**src/rtl/serial_width_adapter_if.sv**
```systemverilog
// Handshake bundle for serial_width_adapter: narrow/wide channels in both directions.
// slave is the adapter's view; master is the chip/endpoint side that drives it.
interface serial_width_adapter_if #(
  parameter int NARROW_W = 4
);
  logic                narrow_in_valid;
  logic                narrow_in_ready;
  logic [NARROW_W-1:0] narrow_in_bits;
  logic                wide_out_valid;
  logic                wide_out_ready;
  logic [31:0]         wide_out_bits;
  logic                wide_in_valid;
  logic                wide_in_ready;
  logic [31:0]         wide_in_bits;
  logic                narrow_out_valid;
  logic                narrow_out_ready;
  logic [NARROW_W-1:0] narrow_out_bits;

  modport slave (
    input  narrow_in_valid, narrow_in_bits, wide_out_ready,
    input  wide_in_valid, wide_in_bits, narrow_out_ready,
    output narrow_in_ready, wide_out_valid, wide_out_bits,
    output wide_in_ready, narrow_out_valid, narrow_out_bits
  );

  modport master (
    output narrow_in_valid, narrow_in_bits, wide_out_ready,
    output wide_in_valid, wide_in_bits, narrow_out_ready,
    input  narrow_in_ready, wide_out_valid, wide_out_bits,
    input  wide_in_ready, narrow_out_valid, narrow_out_bits
  );
endinterface

```
**src/rtl/serial_width_adapter.sv**
```systemverilog
// Packs NARROW_W-bit beats LSB-first into 32-bit words and unpacks words back into beats; one cycle latency each way.
// Ready/valid both directions; SERIAL_WIDTH_ADAPTER_SKID_EN adds a packer output holding register (no wide_out_ready->narrow_in_ready path).
module serial_width_adapter #(
  parameter int NARROW_W = 4
) (
  input  logic                  clock,
  input  logic                  reset,
  serial_width_adapter_if.slave bus,
  output logic                  idle
);
  localparam int BEATS = 32 / NARROW_W;
  localparam int CW = (BEATS > 1) ? $clog2(BEATS) : 1;
  localparam logic [CW-1:0] LAST = CW'(BEATS - 1);

  generate
    if (NARROW_W != 1 && NARROW_W != 2 && NARROW_W != 4 &&
        NARROW_W != 8 && NARROW_W != 16 && NARROW_W != 32) begin : g_bad_width
      $error("serial_width_adapter: NARROW_W must be 1, 2, 4, 8, 16 or 32");
    end
  endgenerate

  typedef enum logic {PK_FILL, PK_FULL} pk_state_e;
  typedef enum logic {UP_EMPTY, UP_DRAIN} up_state_e;

  pk_state_e     pk_state, pk_next;
  logic [CW-1:0] pk_count;
  logic [31:0]   pk_word;
  logic [31:0]   pk_merged;
  logic          in_fire;
  logic          in_last;

  up_state_e     up_state, up_next;
  logic [CW-1:0] up_index;
  logic [31:0]   up_shift;
  logic          up_last;
  logic          wi_fire;
  logic          no_fire;

  assign in_fire = bus.narrow_in_valid & bus.narrow_in_ready;
  assign in_last = (pk_count == LAST);

  // Word as it would look with the current beat dropped into its slot
  always_comb begin
    pk_merged = pk_word;
    for (int k = 0; k < BEATS; k++) begin
      if (pk_count == CW'(k)) pk_merged[k*NARROW_W +: NARROW_W] = bus.narrow_in_bits;
    end
  end

`ifdef SERIAL_WIDTH_ADAPTER_SKID_EN
  logic [31:0] hold_word;
  logic        hold_valid;
  logic        hold_free;

  assign hold_free           = !hold_valid | bus.wide_out_ready;
  assign bus.narrow_in_ready = !((pk_state == PK_FULL) && hold_valid);
  assign bus.wide_out_valid  = hold_valid;
  assign bus.wide_out_bits   = hold_word;

  always_comb begin
    pk_next = pk_state;
    case (pk_state)
      PK_FILL: if (in_fire && in_last && !hold_free) pk_next = PK_FULL;
      PK_FULL: if (hold_free) pk_next = PK_FILL;
      default: pk_next = PK_FILL;
    endcase
  end

  // A finished word bypasses the pack register straight into the holding slot when it is free
  always_ff @(posedge clock or negedge reset) begin
    if (!reset) begin
      hold_word  <= '0;
      hold_valid <= 1'b0;
    end else if (in_fire && in_last && hold_free) begin
      hold_word  <= pk_merged;
      hold_valid <= 1'b1;
    end else if ((pk_state == PK_FULL) && hold_free) begin
      hold_word  <= pk_word;
      hold_valid <= 1'b1;
    end else if (bus.wide_out_ready) begin
      hold_valid <= 1'b0;
    end
  end

  assign idle = (pk_state == PK_FILL) && (pk_count == '0) && (up_state == UP_EMPTY) && !hold_valid;
`else
  assign bus.narrow_in_ready = (pk_state == PK_FILL) | bus.wide_out_ready;
  assign bus.wide_out_valid  = (pk_state == PK_FULL);
  assign bus.wide_out_bits   = pk_word;

  always_comb begin
    pk_next = pk_state;
    if (in_fire && in_last) pk_next = PK_FULL;
    else if ((pk_state == PK_FULL) && bus.wide_out_ready) pk_next = PK_FILL;
  end

  assign idle = (pk_state == PK_FILL) && (pk_count == '0) && (up_state == UP_EMPTY);
`endif

  always_ff @(posedge clock or negedge reset) begin
    if (!reset) begin
      pk_state <= PK_FILL;
      pk_count <= '0;
      pk_word  <= '0;
    end else begin
      pk_state <= pk_next;
      if (in_fire) begin
        pk_word  <= pk_merged;
        pk_count <= in_last ? '0 : pk_count + CW'(1);
      end
    end
  end

  assign up_last              = (up_index == LAST);
  assign bus.wide_in_ready    = (up_state == UP_EMPTY) | ((up_state == UP_DRAIN) & up_last & bus.narrow_out_ready);
  assign wi_fire              = bus.wide_in_valid & bus.wide_in_ready;
  assign no_fire              = (up_state == UP_DRAIN) & bus.narrow_out_ready;
  assign bus.narrow_out_valid = (up_state == UP_DRAIN);
  assign bus.narrow_out_bits  = up_shift[NARROW_W-1:0];

  always_comb begin
    up_next = up_state;
    if (wi_fire) up_next = UP_DRAIN;
    else if (no_fire && up_last) up_next = UP_EMPTY;
  end

  // The last beat is left in place so the shift never spans the full word
  always_ff @(posedge clock or negedge reset) begin
    if (!reset) begin
      up_state <= UP_EMPTY;
      up_index <= '0;
      up_shift <= '0;
    end else begin
      up_state <= up_next;
      if (wi_fire) begin
        up_shift <= bus.wide_in_bits;
        up_index <= '0;
      end else if (no_fire) begin
        up_index <= up_last ? '0 : up_index + CW'(1);
        if (!up_last) up_shift <= up_shift >> NARROW_W;
      end
    end
  end
endmodule
```
**src/flat_wrapper.sv**
```systemverilog
// flat-port wrapper written by rule: the top's interface ports become plain ports
module serial_width_adapter_flat 
#(
  parameter int NARROW_W = 4
)
  (clock, reset, idle, bus_narrow_in_valid, bus_narrow_in_bits, bus_wide_out_ready, bus_wide_in_valid, bus_wide_in_bits, bus_narrow_out_ready, bus_narrow_in_ready, bus_wide_out_valid, bus_wide_out_bits, bus_wide_in_ready, bus_narrow_out_valid, bus_narrow_out_bits);
  serial_width_adapter_if #(.NARROW_W(NARROW_W)) bus_i ();
  input  logic clock;
  input  logic reset;
  output logic idle;
  input wire logic [$bits(bus_i.narrow_in_valid)-1:0] bus_narrow_in_valid;
  input wire logic [$bits(bus_i.narrow_in_bits)-1:0] bus_narrow_in_bits;
  input wire logic [$bits(bus_i.wide_out_ready)-1:0] bus_wide_out_ready;
  input wire logic [$bits(bus_i.wide_in_valid)-1:0] bus_wide_in_valid;
  input wire logic [$bits(bus_i.wide_in_bits)-1:0] bus_wide_in_bits;
  input wire logic [$bits(bus_i.narrow_out_ready)-1:0] bus_narrow_out_ready;
  output wire logic [$bits(bus_i.narrow_in_ready)-1:0] bus_narrow_in_ready;
  output wire logic [$bits(bus_i.wide_out_valid)-1:0] bus_wide_out_valid;
  output wire logic [$bits(bus_i.wide_out_bits)-1:0] bus_wide_out_bits;
  output wire logic [$bits(bus_i.wide_in_ready)-1:0] bus_wide_in_ready;
  output wire logic [$bits(bus_i.narrow_out_valid)-1:0] bus_narrow_out_valid;
  output wire logic [$bits(bus_i.narrow_out_bits)-1:0] bus_narrow_out_bits;
  assign bus_i.narrow_in_valid = bus_narrow_in_valid;
  assign bus_i.narrow_in_bits = bus_narrow_in_bits;
  assign bus_i.wide_out_ready = bus_wide_out_ready;
  assign bus_i.wide_in_valid = bus_wide_in_valid;
  assign bus_i.wide_in_bits = bus_wide_in_bits;
  assign bus_i.narrow_out_ready = bus_narrow_out_ready;
  assign bus_narrow_in_ready = bus_i.narrow_in_ready;
  assign bus_wide_out_valid = bus_i.wide_out_valid;
  assign bus_wide_out_bits = bus_i.wide_out_bits;
  assign bus_wide_in_ready = bus_i.wide_in_ready;
  assign bus_narrow_out_valid = bus_i.narrow_out_valid;
  assign bus_narrow_out_bits = bus_i.narrow_out_bits;
  serial_width_adapter #(.NARROW_W(NARROW_W)) u_core (.clock(clock), .reset(reset), .bus(bus_i), .idle(idle));
endmodule
```
**config.mk**
```make
export PLATFORM = sky130hd
export DESIGN_NAME = serial_width_adapter_flat
export DESIGN_NICKNAME = d
export VERILOG_FILES = /design/src/rtl/serial_width_adapter_if.sv /design/src/rtl/serial_width_adapter.sv /design/src/flat_wrapper.sv
export SDC_FILE = /design/constraint.sdc
export NUM_CORES = 1
export LEC_CHECK = 0
export BUFFER_PORTS_ARGS = -buffer_cell sky130_fd_sc_hd__buf_2
export CAP_MARGIN = 20
export CELL_PAD_IN_SITES_DETAIL_PLACEMENT = 1
export CELL_PAD_IN_SITES_GLOBAL_PLACEMENT = 1
export CORE_ASPECT_RATIO = 0.5
export CORE_MARGIN = 4
export CORE_UTILIZATION = 43
export DETAILED_ROUTE_END_ITERATION = 8
export PLACE_DENSITY_LB_ADDON = 0.1
export SKIP_LAST_GASP = 1
export SYNTH_ARGS = -nofsm -noshare
export SYNTH_HDL_FRONTEND = slang
export SYNTH_SLANG_ARGS = --single-unit
```
**constraint.sdc**
```tcl
create_clock -name clock -period 1.89 [get_ports clock]
set_input_delay 0.2835 -clock clock [delete_from_list [all_inputs] [get_ports clock]]
set_output_delay 0.2835 -clock clock [all_outputs]
set_load 0.005 [all_outputs]
```
Word level (Yosys, flattened, before mapping)
Index checks and enable logic that the tools add are counted.
Operators by class
  add/sub/neg operators: 2
  reductions and logical operators: 18
  equal/unequal tests: 9
  mux-type cells: 11
  bitwise logic cells: 9
Operator list (count)
  2-to-1 mux 32 bit: 3
  AND reduction 2 bit: 9
  equality test 3 bit, second input constant: 5
  2-to-1 mux 3 bit: 4
  adder 3 x 1 -> 3 bit, second input constant: 2
  equality test 3 x 2 -> 1 bit, second input constant: 2
  nonzero test 2 bit: 3
  AND 1 bit: 5
  logical AND 1 bit: 5
  2-to-1 mux 1 bit: 4
  equality test 3 x 1 -> 1 bit, second input constant: 1
  logical NOT 3 bit: 1
  inequality test 2 bit, second input constant: 1
  inverter 1 bit: 2
  OR 1 bit: 2
Storage, ports and cells
  output and inout bits: 41
  word-level logic and storage cells: 62
  input bits: 42
  bits in registers: 72

Longest topological paths before layout
  depth in word-level cells: 7
  depth in mapped cells: 7
  gate-level depth less buffers: 5

Worst setup path after synthesis
OpenSTA, ideal clock, no wires.
  path kind: reg2reg
  start: register u_core.up_index[0]
  end: register u_core.up_shift[17]
  slack: 254 ps
  path buffers: 2
  data required time: 1739 ps
  arrival: 1485 ps
  stages on the path, launching flop included: 8
  library setup time: 151 ps
  clock period less this slack: 1636 ps
  cells stage by stage: dfrtp_1 -> ha_1 -> ha_1 -> nand2b_1 -> buf_2 -> buf_2 -> o21ai_0 -> a221oi_2
On the way
  longest elaborated chain between the ends: 7
  elaborated cells between the ends (all ways): 9
  classes of those cells: 2 x eq/ne; 1 x mux; 4 x bitwise; 2 x reduce/logical
Ends and longest elaborated chain
  start: declaration: line serial_width_adapter.sv:33  | logic [CW-1:0] up_index;
  start signal: assignment: line serial_width_adapter.sv:139  | up_index <= up_last ? '0 : up_index + CW'(1);
  equality test 3 bit (*): line serial_width_adapter.sv:114  | assign up_last = (up_index == LAST);
  AND 1 bit (2 in a row): line serial_width_adapter.sv:115  | assign bus.wide_in_ready = (up_state == UP_EMPTY) | ((up_state == UP_DRAIN) & up_last & bus.narrow_out_ready);
  OR 1 bit: line serial_width_adapter.sv:115
  AND 1 bit: line serial_width_adapter.sv:116  | assign wi_fire = bus.wide_in_valid & bus.wide_in_ready;
  inequality test 2 bit (no line) / nonzero test 2 bit (equally long branches)
  AND reduction 2 bit (no line)
  end signal: assignment: line serial_width_adapter.sv:136  | up_shift <= bus.wide_in_bits;
  end signal: assignment: line serial_width_adapter.sv:140  | if (!up_last) up_shift <= up_shift >> NARROW_W;
  end: declaration: line serial_width_adapter.sv:34  | logic [31:0] up_shift;
Mark *: on every way between the ends. The rest lies on a longest branch, timed or not.
A chain may end at the register's enable or synchronous reset.

Worst setup path after layout
  start: register u_core.up_index[0]
  end: output port bus_wide_in_ready
On the way
  longest elaborated chain between the ends: 4
Ends and longest elaborated chain
  equality test 3 bit: line serial_width_adapter.sv:114
  AND 1 bit (2 in a row): line serial_width_adapter.sv:115
  OR 1 bit: line serial_width_adapter.sv:115
  end: declaration: line flat_wrapper.sv:20  | output wire logic [$bits(bus_i.wide_in_ready)-1:0] bus_wide_in_ready;
Every way passes these cells.

==> reports/metrics.yaml <==
critical_path:
  cp-start-kind: "register"
  cpMostUsedCell: "nand2_1"
  max_stage_delay_ps: 400
  path_delay_family: "flip-flops"
  critPathKind: "register to output pin"
  crit_path_start: "u_core.up_index[0]$_DFFE_PN0P_"
  critical_path_depth: 6
  critPathBufInv: 2
  worst-r2r-cell-count: 6
  critPathRequiredTime_ps: 1610
  path_cells: "ha_2 -> ha_4 -> buf_6 -> nand2_1 -> nand2_1 -> buf_2"
  path_max_fanout: 13
  reg2reg_setup_slack_ps: 180
  endpoint: "bus_wide_in_ready"
  rr_startpoint: "u_core.up_index[1]$_DFFE_PN0P_"
  r2r_end: "u_core.up_shift[1]$_DFFE_PN0P_"
  end_kind: "output pin"
  arrival_ps: 1540
  slowest_stage: "dfrtp_1"
synthesis:
  yosys-top-cells-area: "dfrtp_1, mux2_2, a221oi_2"
  ys_async_sr_fraction_pct: 100
  synth_flop_cell: "dfrtp_1"
  syn-cell-area_um2: 4030
  synth_cells: 366
  synth_edf_count: 0
  synth_seq_cells: 72
  yosysWarnings: 0
  yosysTopAreaCell: "dfrtp_1"
  yosysSeqAreaShare_pct: 44.8
  yosysTopAreaCellShare_pct: 44.8
  synth_nets: 416
  synth_area_per_cell_um2: 11.0
  synth_cell_types: 28
clock_network:
  cts-root-buf: "clkbuf_16"
  cts_inserted_buffers: 9
  clockBufferDepth: 2
  clock_sinks: 72
  tritoncts: "yes"
  clk_pin_slew_ps: 60
  clk_latency_ps: 330
  htreeDepth: 3
sta:
  rsz0062_at_grt: "true"
  max_freq_mhz: 549
  final_max_slew_viol_count: 0
  timing.final.crit_share_pct: 96.4
  slew_headroom_pct: 71.7
  final.setup_skew_ps: 2.62
  fin_crit_ps: 1820
  finalSetupTns_ps: 0
  worst_slew_pin_slew_ps: 424
  hold_viol_final: 0
  setup_viol: 0
grt:
  gr-total-overflow: 0
  grt_pass1_vias: 3518
  antenna_found_initial: 0
  grt_pass1_wl_um: 17600
  grt.total_usage_pct: 19.9
  grt_max_degree: 73
floorplanning:
  die_area_um2: 11100
  die_w_um: 145
  fp.dieH_um: 76.4
  num_io_pins: 83
  fp-row-count: 24
  start_util_pct: 45.1
  coreArea_um2: 8920
final_layout:
  nets: 494
  instances_no_fill: 565
  area_growth_pct: 21.3
  utilization_pct: 54.7
  drive_gt1_share_pct: 43.8
  diodes: 0
  final_common_cell: "buf_2"
  final_cell_mix: "buf_2, dfrtp_1, mux2_2"
route:
  avgRoutedWirePerCell_um: 18.8
  drtPass1Iterations: 4
  totalWireLength_um: 10600
  post-route-drc-count: 0
  first_iter_violations: 76
  drtAntennaViolNets: 0
  via_per_inst: 5.53
  vias: 3122
place:
  numPortBuffers: 82
  place_congestion: 0.765
  dp_hpwl_um: 7380
  dp.cells: 548
min_path:
  hold_path.class: "input port to register"
run_status:
  status: "completed"
power_and_ir_drop:
  cellPowerDensity_nw_per_um2: 1410
  peakVddDrop_uv: 764
  p_leak_nw: 2.21
run:
  maxCapViolCount: 0
## worst register-to-register path, stage by stage, from the launching register on
cell and delay (ps):
dfrtp_1 380, ha_2 210, ha_4 150, nand2b_1 140
buf_4 300, o21ai_0 140, a221oi_1 280
## worst min-delay path by stage
stage	from	to	slack (ps)	depth (start not counted)
final	bus_narrow_in_valid	u_core.bus.wide_out_valid$_DFFE_PN0P_	260	3
after global routing	bus_wide_in_bits[30]	u_core.up_shift[30]$_DFFE_PN0P_	270	3
after CTS	bus_narrow_in_valid	u_core.bus.wide_out_valid$_DFFE_PN0P_	250	3
after detailed placement	reset	u_core.up_shift[11]$_DFFE_PN0P_	350	2
after global placement	reset	u_core.up_shift[11]$_DFFE_PN0P_	340	2
after floorplan	reset	u_core.bus.narrow_out_valid$_DFFE_PN0P_	-10	0
## power breakdown
| group | total, W | internal, W | switching, W |
|---|---|---|---|
| Sequential | 0.00268 | 0.00222 | 0.000462 |
| Combinational | 0.00249 | 0.00133 | 0.00116 |
| Clock | 0.00170 | 0.00102 | 0.000682 |
| Total | 0.00687 | 0.00456 | 0.00230 |
## kinds of logic (layout without fill, tap and decap cells)
| group | after synthesis | in the layout | share of synthesized area, % |
|---|---|---|---|
| AO/OA/AOI/OAI | 70 | 70 | 15.3 |
| AND/OR/NAND/NOR | 90 | 90 | 12.0 |
| multiplexers | 64 | 64 | 17.8 |
| buffers and inverters | 62 | 144 | 7.62 |
| adder cells (fa/ha/maj) | 8 | 8 | 2.49 |
| flip-flops | 72 | 72 | 44.8 |
## registers in the layout, indices dropped and copies added (netlist names)
name,flops
u_core.bus.narrow_out_valid,1
u_core.bus.wide_out_bits,32
u_core.bus.wide_out_valid,1
u_core.pk_count,3
u_core.up_index,3
u_core.up_shift,32
## timing repair
action / in CTS / in global routing
hold endpoints to repair: 15 / 0
buffers inserted: 1 / 0
pin swaps: 0 / 0
hold buffers: 1 / 0
endpoints found under the setup margin: 1 / 3
resized for setup: 2 / 3
## synthesized netlist by cell type, drive strengths merged, types with 4 or more instances
cell type	instances
o21ai	32
nand2b	4
nor2	38
mux2	61
nand2	7
ha	8
nand3b	28
inv	32
dfrtp	72
a221oi	32
clkbuf	5
buf	25
nand3	5
## metal layers
metal | vias to the layer above | global-route usage (%) | wire [um]
met3 | 10 | 7.46 | 611
li1 | 1459 | - | -
met4 | 0 | 4.00 | 92
met5 | - | 0 | 0
met2 | 65 | 34.0 | 5230
met1 | 1588 | 23.9 | 4680
## through the flow
step                area [um2]  hold slack, ps  power, W  worst slack [ps]
finish                    4880             261   0.00687              67.3
global route              4880             274   0.00737             -16.7
CTS                       4860             252   0.00694              28.8
detailed placement        4540             348   0.00517               127
global placement          4540             342   0.00497               255
floorplan                 4030           -12.1   0.00424               254
## cell type report
type,count,area (um2)
fill,967,4040
clock inverter,6,70.1
timing repair buffer,97,579
inverter,32,120
sequential,72,1800
tap,117,146
clock buffer,9,225
multi-input combinational,232,1940
Power figures use the tool's default switching activity.
